`src/rtl/mode_scheduler.sv`:
```
// mode_scheduler: debounced mode-key sequencer for the display clock.
// Rotates through the display modes with break-before-make switching:
// all enables drop and the display blanks for BLANK_CYCLES, then the next
// mode is armed. Registered seg/LED mux feeds the board pins.
// Optional feature macro: AUTO_CYCLE_EN (auto-advance every AUTO_PERIOD
// tick_1hz pulses while running). Default build: key presses only.
module mode_scheduler #(
  parameter int NUM_MODES       = 4,
  parameter int DEBOUNCE_CYCLES = 500000,
  parameter int BLANK_CYCLES    = 4,
  parameter int AUTO_PERIOD     = 10
) (
  input  logic                    clk,
  input  logic                    reset,
  input  logic                    mode_btn,
  input  logic                    tick_1hz,
  input  logic [28*NUM_MODES-1:0] seg_in,
  input  logic [10*NUM_MODES-1:0] led_in,
  output logic [27:0]             seg_out,
  output logic [9:0]              led_out,
  output logic [NUM_MODES-1:0]    mode_en,
  output logic [1:0]              mode,
  output logic                    busy
);

  localparam int DB_W = (DEBOUNCE_CYCLES > 1) ? $clog2(DEBOUNCE_CYCLES) : 1;
  localparam int BL_W = (BLANK_CYCLES > 1) ? $clog2(BLANK_CYCLES) : 1;
  localparam logic [DB_W-1:0] DB_LAST   = DB_W'(DEBOUNCE_CYCLES - 1);
  localparam logic [BL_W-1:0] BL_LAST   = BL_W'(BLANK_CYCLES - 1);
  localparam logic [1:0]      MODE_LAST = 2'(NUM_MODES - 1);

  typedef enum logic [1:0] {
    ST_RUN   = 2'd0,
    ST_DRAIN = 2'd1,
    ST_ARM   = 2'd2
  } state_t;

  state_t                 r_state;
  state_t                 w_state_nxt;
  logic                   r_sync1;
  logic                   r_sync2;
  logic                   r_stable;
  logic [DB_W-1:0]        r_db_cnt;
  logic                   r_press;
  logic [BL_W-1:0]        r_blank_cnt;
  logic [1:0]             r_mode;
  logic [1:0]             w_mode_nxt;
  logic [NUM_MODES-1:0]   r_mode_en;
  logic [27:0]            r_seg_out;
  logic [9:0]             r_led_out;
  logic [27:0]            w_seg_sel;
  logic [9:0]             w_led_sel;
  logic                   w_busy;
  logic                   w_auto_req;
  logic                   w_advance;

  function automatic logic [NUM_MODES-1:0] onehot(input logic [1:0] idx);
    logic [NUM_MODES-1:0] v;
    v = '0;
    for (int m = 0; m < NUM_MODES; m++) begin
      if (idx == 2'(m)) v[m] = 1'b1;
    end
    return v;
  endfunction

  // Two-flop synchroniser for the asynchronous, active-low mode key.
  always_ff @(posedge clk or negedge reset) begin
    if (!reset) begin
      r_sync1 <= 1'b1;
      r_sync2 <= 1'b1;
    end else begin
      r_sync1 <= mode_btn;
      r_sync2 <= r_sync1;
    end
  end

  // Debounce: accept a new level after DEBOUNCE_CYCLES consecutive differing samples;
  // a newly accepted low level emits a single-cycle press pulse.
  always_ff @(posedge clk or negedge reset) begin
    if (!reset) begin
      r_stable <= 1'b1;
      r_db_cnt <= '0;
      r_press  <= 1'b0;
    end else begin
      r_press <= 1'b0;
      if (r_sync2 != r_stable) begin
        if (r_db_cnt == DB_LAST) begin
          r_stable <= r_sync2;
          r_db_cnt <= '0;
          r_press  <= ~r_sync2;
        end else begin
          r_db_cnt <= r_db_cnt + DB_W'(1);
        end
      end else begin
        r_db_cnt <= '0;
      end
    end
  end

`ifdef AUTO_CYCLE_EN
  localparam int AU_W = (AUTO_PERIOD > 1) ? $clog2(AUTO_PERIOD) : 1;
  localparam logic [AU_W-1:0] AU_LAST = AU_W'(AUTO_PERIOD - 1);
  logic [AU_W-1:0] r_auto_cnt;

  assign w_auto_req = (r_state == ST_RUN) && tick_1hz && (r_auto_cnt == AU_LAST);

  // Auto-advance counter: counts ticks only while running, restarts on every switch.
  always_ff @(posedge clk or negedge reset) begin
    if (!reset) begin
      r_auto_cnt <= '0;
    end else if ((r_state != ST_RUN) || w_advance) begin
      r_auto_cnt <= '0;
    end else if (tick_1hz) begin
      r_auto_cnt <= r_auto_cnt + AU_W'(1);
    end
  end
`else
  localparam int unused_auto_period = AUTO_PERIOD;
  logic w_unused_tick;
  assign w_unused_tick = tick_1hz;
  assign w_auto_req    = 1'b0;
`endif

  // A press and an auto request in the same cycle collapse into one advance.
  assign w_advance  = r_press | w_auto_req;
  assign w_mode_nxt = (r_mode == MODE_LAST) ? 2'd0 : r_mode + 2'd1;

  // State register.
  always_ff @(posedge clk or negedge reset) begin
    if (!reset) r_state <= ST_RUN;
    else        r_state <= w_state_nxt;
  end

  // Next-state decode; requests outside RUN fall through and are dropped.
  always_comb begin
    w_state_nxt = r_state;
    w_busy      = 1'b0;
    case (r_state)
      ST_RUN: begin
        if (w_advance) w_state_nxt = ST_DRAIN;
      end
      ST_DRAIN: begin
        w_busy = 1'b1;
        if (r_blank_cnt == BL_LAST) w_state_nxt = ST_ARM;
      end
      ST_ARM: begin
        w_busy      = 1'b1;
        w_state_nxt = ST_RUN;
      end
      default: w_state_nxt = ST_RUN;
    endcase
  end

  // Blanking interval length counter, held at zero outside DRAIN.
  always_ff @(posedge clk or negedge reset) begin
    if (!reset)                 r_blank_cnt <= '0;
    else if (r_state == ST_DRAIN) r_blank_cnt <= r_blank_cnt + BL_W'(1);
    else                        r_blank_cnt <= '0;
  end

  // Mode index and enables: break on leaving RUN, make on ARM.
  always_ff @(posedge clk or negedge reset) begin
    if (!reset) begin
      r_mode    <= 2'd0;
      r_mode_en <= onehot(2'd0);
    end else begin
      if ((r_state == ST_RUN) && w_advance) begin
        r_mode_en <= '0;
      end else if (r_state == ST_ARM) begin
        r_mode    <= w_mode_nxt;
        r_mode_en <= onehot(w_mode_nxt);
      end
    end
  end

  // Select the active mode's segment and LED slices.
  always_comb begin
    w_seg_sel = 28'hFFFFFFF;
    w_led_sel = 10'd0;
    for (int m = 0; m < NUM_MODES; m++) begin
      if (r_mode == 2'(m)) begin
        w_seg_sel = seg_in[28*m +: 28];
        w_led_sel = led_in[10*m +: 10];
      end
    end
  end

  // Registered output mux; blank display whenever a switch is in progress.
  always_ff @(posedge clk or negedge reset) begin
    if (!reset) begin
      r_seg_out <= 28'hFFFFFFF;
      r_led_out <= 10'd0;
    end else if (r_state == ST_RUN) begin
      r_seg_out <= w_seg_sel;
      r_led_out <= w_led_sel;
    end else begin
      r_seg_out <= 28'hFFFFFFF;
      r_led_out <= 10'd0;
    end
  end

  assign seg_out = r_seg_out;
  assign led_out = r_led_out;
  assign mode_en = r_mode_en;
  assign mode    = r_mode;
  assign busy    = w_busy;

endmodule

```
`config.mk`:
```
export PLATFORM = sky130hd
export DESIGN_NAME = mode_scheduler
export DESIGN_NICKNAME = d
export VERILOG_FILES = /design/src/rtl/mode_scheduler.sv
export SDC_FILE = /design/constraint.sdc
export NUM_CORES = 1
export LEC_CHECK = 0
export ABC_CLOCK_PERIOD_IN_PS = 1800
export BUFFER_PORTS_ARGS = -buffer_cell sky130_fd_sc_hd__buf_2
export CELL_PAD_IN_SITES_DETAIL_PLACEMENT = 2
export CELL_PAD_IN_SITES_GLOBAL_PLACEMENT = 2
export CORE_AREA = 8 8 139 141
export CTS_BUF_LIST = sky130_fd_sc_hd__clkbuf_4 sky130_fd_sc_hd__clkbuf_8
export DETAILED_ROUTE_END_ITERATION = 7
export DIE_AREA = 0 0 147 149
export GPL_TIMING_DRIVEN = 1
export PLACE_DENSITY_LB_ADDON = 0.1
export SYNTH_ARGS = -nofsm -noshare
export SYNTH_HDL_FRONTEND = slang
export SYNTH_SLANG_ARGS = --single-unit
```
`constraint.sdc`:
```
create_clock -name clk -period 1.8 [get_ports clk]
set_input_delay 0.18 -clock clk [delete_from_list [all_inputs] [get_ports clk]]
set_output_delay 0.18 -clock clk [all_outputs]
set_load 0.01 [all_outputs]
```
==> results.sh <==
export IMPL_status="completed"
export IMPL_synth_simple_area_share_pct=13.6
export IMPL_period_minus_slack_ns=1.69
export IMPL_multi_input_combinational_cell_area_um2=1720
export IMPL_routability_congestion_estimate=0.742
export IMPL_grt_usage_pct=14.9
export IMPL_timing_final_crit_share_pct=93.9
export IMPL_detail_route_first_pass_iterations=4
export IMPL_clock_sinks=71
export IMPL_asyncSetResetFlopFracSynth_pct=100
export IMPL_synth_largest_area_cell="sky130_fd_sc_hd__dfrtp_1"
export IMPL_wirelength_mm=16.3
export IMPL_syn_avg_cell_area_um2=9.04
export IMPL_path_clk_slew_ns=0.08
export IMPL_num_nets_final=802
export IMPL_global_route_overflow_total=0
export IMPL_fraction_of_the_mapped_netlist_area_in_compound_gates_pct=21.8
export IMPL_ant_nets=0
export IMPL_yosys_most_used_dff="sky130_fd_sc_hd__dfrtp_1"
export IMPL_leakage_nw=2.85
export IMPL_synth_mux_area_fraction_pct=1.33
export IMPL_routed_wire_length_per_instance_um=18.8
export IMPL_synthXorXnorAreaFrac_pct=3.39
export IMPL_ys_warnings_count=0
export IMPL_synth_sequential_area_ratio_pct=46.9
export IMPL_clock_tree_from_tritoncts="yes"
export IMPL_setup_viol=0
export IMPL_ordered_cell_list_for_the_critical_path="inv_1 -> ha_1 -> nor2b_4 -> buf_12 -> a221oi_1 -> a21oi_1 -> a22o_1"
export IMPL_timing_critical_path_arrival_ns=1.94
export IMPL_stdcell_area_um2=5580
export IMPL_max_clock_path_buffers=2
export IMPL_worstSetupEndpointType="register"
export IMPL_chipHeight_um=149
export IMPL_numPlacedInstances=844
export IMPL_cts_inserted_buffers=9
export IMPL_grt_start_max_net_pins=43
export IMPL_synthDominantCellAreaShare_pct=25.2
export IMPL_synth_edf_count=0
export IMPL_yosys_cell_types_count=40
export IMPL_syn_instance_count=428
export IMPL_rows=48
export IMPL_sequential_cell_area_um2=1820
export IMPL_max_clock_freq_ghz=0.592
export IMPL_clockRootBuffer="sky130_fd_sc_hd__clkbuf_8"
export IMPL_floorplan_initialDensity_pct=22.7
export IMPL_fin_setup_tns_ns=0
export IMPL_cts_max_level=3
export IMPL_post_dp_cell_area_um2=5260
export IMPL_antenna_violations_before_repair=1
export IMPL_hpwl_mm=12.5
export IMPL_final_max_slew_viol_count=0
export IMPL_fillers=2007
export IMPL_maxCapViolCount=0
export IMPL_post_synth_main_area_contributors="sky130_fd_sc_hd__dfrtp_1 (25%), sky130_fd_sc_hd__dfstp_2 (22%), sky130_fd_sc_hd__a21oi_1 (9.7%)"
export IMPL_drc=0
export IMPL_boundaryPins=201
export IMPL_synthAdderAreaFrac_pct=3.23
export IMPL_power_density_nw_per_um2=650
export IMPL_grt_first_pass_wirelength_mm=25.4
export IMPL_reg2reg_depth=7
export IMPL_start_kind="register"
export IMPL_path_max_fanout=19
export IMPL_final_core_util_pct=32.7
export IMPL_buffer_ports_inserted=199
export IMPL_dieArea_um2=21900
export IMPL_hold_violations=0
export IMPL_syn2layout_area_growth_pct=44.2
export IMPL_antenna_cells_inserted=0
export IMPL_syn_num_nets=594
export IMPL_largest_family_of_logic_cells_by_synthesized_area="compound AO/OA/AOI/OAI gates"
export IMPL_clock_skew_ns=0.0112
export IMPL_cpMaxStageDelayCell="sky130_fd_sc_hd__dfrtp_1"
export IMPL_critical_path_max_stage_delay_ns=0.39
export IMPL_yosys_register_bits=71
export IMPL_synthesis_area_um2=3870
export IMPL_instances_no_fill=866
export IMPL_worst_ep_required_time_ns=2.05
export IMPL_worstHoldPathType="in -> reg"
export IMPL_maxSlewHeadroom_pct=66.7
export IMPL_vias=4004
export IMPL_worst_hold_path_num_cells=2
export IMPL_ir_drop_mv=0.302
export IMPL_grt_pass1_vias=4588
export IMPL_viasPerCell=4.62
export IMPL_path_class="reg -> reg"
export IMPL_die_w_um=147
export IMPL_rsz0062_at_grt="true"
export IMPL_placeableCoreArea_um2=17100
export IMPL_worst_slew_pin_transition_ns=0.500
export IMPL_clk_latency_ns=0.36
export IMPL_dr_iter_0_viols=96
export IMPL_drive_gt1_share_pct=44.9
[state kept, by name, indices dropped and copies added, names as in the netlist]
| name | flops |
|---|---|
| mode_en | 4 |
| mode | 2 |
| seg_out | 28 |
| r_sync2 | 1 |
| led_out | 10 |
| r_sync1 | 1 |
| r_stable | 1 |
| r_db_cnt | 19 |
| r_blank_cnt | 2 |
| r_press | 1 |
| r_state | 2 |
[timing repair]
| action | CTS | global route |
|---|---|---|
| cloned | 1 | 0 |
| gates resized for setup | 2 | 4 |
| endpoints found under the setup margin | 37 | 22 |
| hold buffers | 2 | 0 |
| setup buffers | 1 | 2 |
| hold endpoints to repair | 23 | 0 |
[final timing paths]
check | to | slack, ns | startpoint
min reg2reg | r_sync2 | 0.36 | r_sync1
max in group asynchronous | seg_out[3] | 0.86 | reset
max reg2reg | led_out[9] | 0.11 | mode[0]
min in group asynchronous | led_out[7] | 0.32 | reset
min | led_out[2] | 0.05 | led_in[32]
max | led_out[9] | 0.11 | mode[0]
[report_power, final]
part           switching (W)  internal (W)  leakage [nW]
combinational       0.000214      0.000236          1.89
clock               0.000658      0.000834         0.105
sequential         0.0000162       0.00167         0.855
[metrics by stage]
step / total power [W] / hold slack (ns) / setup slack (ns)
2_1_floorplan: 0.00187 / -0.116 / 0.0135
3_3_place_gp: 0.00215 / 0.180 / -0.255
3_5_place_dp: 0.00217 / 0.178 / -0.325
4_1_cts: 0.00373 / 0.0139 / 0.0113
5_1_grt: 0.00383 / 0.0287 / -0.00379
6_report: 0.00363 / 0.0478 / 0.110
[per-layer routing]
metal / track usage (%) / vias to the layer above / wire, um
met5: 0 / - / 8
met2: 25.8 / 139 / 7940
met4: 4.90 / 2 / 200
li1: - / 1890 / -
met1: 16.3 / 1957 / 6690
met3: 6.25 / 16 / 1470
[cells by family after synthesis]
logic type | after synthesis
and+or+nand+nor | 100
muxes | 5
buffers and inverters | 98
DFF | 71
AOI/OAI and AO/OA | 129
xor gates and xnor gates | 15
adders and majority gates | 10
[cell type report]
| type | count | area share [%] |
|---|---|---|
| clock buffer | 11 | 2.60 |
| tap | 225 | 5.04 |
| clock inverter | 5 | 1.48 |
| inverter | 70 | 4.71 |
| sequential | 71 | 32.5 |
| timing repair buffer | 224 | 22.9 |
| multi-input combinational | 260 | 30.7 |
[critical path: cells and delay by family, from the launching register on]
family / cells / cell delay (ns)
and+or+nand+nor: 1 / 0.15
AOI/OAI and AO/OA: 3 / 0.56
adders and majority gates: 1 / 0.24
DFF: 1 / 0.39
buffers and inverters: 2 / 0.23
[layout by cell type, fill, tap and decap left out, types with 2 or more instances in the layout]
| cell type | netlist | final |
|---|---|---|
| sky130_fd_sc_hd__a21oi_1 | 75 | 75 |
| sky130_fd_sc_hd__a221oi_1 | 37 | 37 |
| sky130_fd_sc_hd__a22o_1 | 10 | 10 |
| sky130_fd_sc_hd__and2_1 | 2 | 2 |
| sky130_fd_sc_hd__and4_1 | 2 | 2 |
| sky130_fd_sc_hd__buf_12 | 0 | 6 |
| sky130_fd_sc_hd__buf_2 | 1 | 198 |
| sky130_fd_sc_hd__buf_4 | 0 | 16 |
| sky130_fd_sc_hd__bufinv_16 | 0 | 2 |
| sky130_fd_sc_hd__clkbuf_8 | 0 | 10 |
| sky130_fd_sc_hd__clkinvlp_4 | 0 | 3 |
| sky130_fd_sc_hd__dfrtp_1 | 39 | 39 |
| sky130_fd_sc_hd__dfstp_2 | 32 | 32 |
| sky130_fd_sc_hd__dlygate4sd3_1 | 0 | 2 |
| sky130_fd_sc_hd__ha_1 | 10 | 8 |
| sky130_fd_sc_hd__ha_2 | 0 | 2 |
| sky130_fd_sc_hd__inv_1 | 70 | 70 |
| sky130_fd_sc_hd__mux2i_1 | 4 | 4 |
| sky130_fd_sc_hd__nand2_1 | 11 | 11 |
| sky130_fd_sc_hd__nand3_1 | 6 | 6 |
| sky130_fd_sc_hd__nand4_1 | 7 | 7 |
| sky130_fd_sc_hd__nor2_1 | 39 | 39 |
| sky130_fd_sc_hd__nor2_2 | 6 | 6 |
| sky130_fd_sc_hd__nor2b_1 | 5 | 3 |
| sky130_fd_sc_hd__nor2b_4 | 0 | 3 |
| sky130_fd_sc_hd__nor3_1 | 5 | 4 |
| sky130_fd_sc_hd__nor4_1 | 6 | 6 |
| sky130_fd_sc_hd__o21ai_0 | 4 | 4 |
| sky130_fd_sc_hd__or2b_2 | 2 | 2 |
| sky130_fd_sc_hd__xnor2_1 | 8 | 8 |
| sky130_fd_sc_hd__xor2_1 | 7 | 7 |
[synth_stat cells, types with 4 or more instances]
| cell type | n |
|---|---|
| sky130_fd_sc_hd__a21oi_1 | 75 |
| sky130_fd_sc_hd__inv_1 | 70 |
| sky130_fd_sc_hd__dfrtp_1 | 39 |
| sky130_fd_sc_hd__nor2_1 | 39 |
| sky130_fd_sc_hd__a221oi_1 | 37 |
| sky130_fd_sc_hd__dfstp_2 | 32 |
| sky130_fd_sc_hd__clkbuf_1 | 23 |
| sky130_fd_sc_hd__nand2_1 | 11 |
| sky130_fd_sc_hd__a22o_1 | 10 |
| sky130_fd_sc_hd__ha_1 | 10 |
| sky130_fd_sc_hd__xnor2_1 | 8 |
| sky130_fd_sc_hd__nand4_1 | 7 |
| sky130_fd_sc_hd__xor2_1 | 7 |
| sky130_fd_sc_hd__nand3_1 | 6 |
| sky130_fd_sc_hd__nor2_2 | 6 |
| sky130_fd_sc_hd__nor4_1 | 6 |
| sky130_fd_sc_hd__nor2b_1 | 5 |
| sky130_fd_sc_hd__nor3_1 | 5 |
| sky130_fd_sc_hd__mux2i_1 | 4 |
| sky130_fd_sc_hd__o21ai_0 | 4 |
Power figures use the tool's default switching activity.
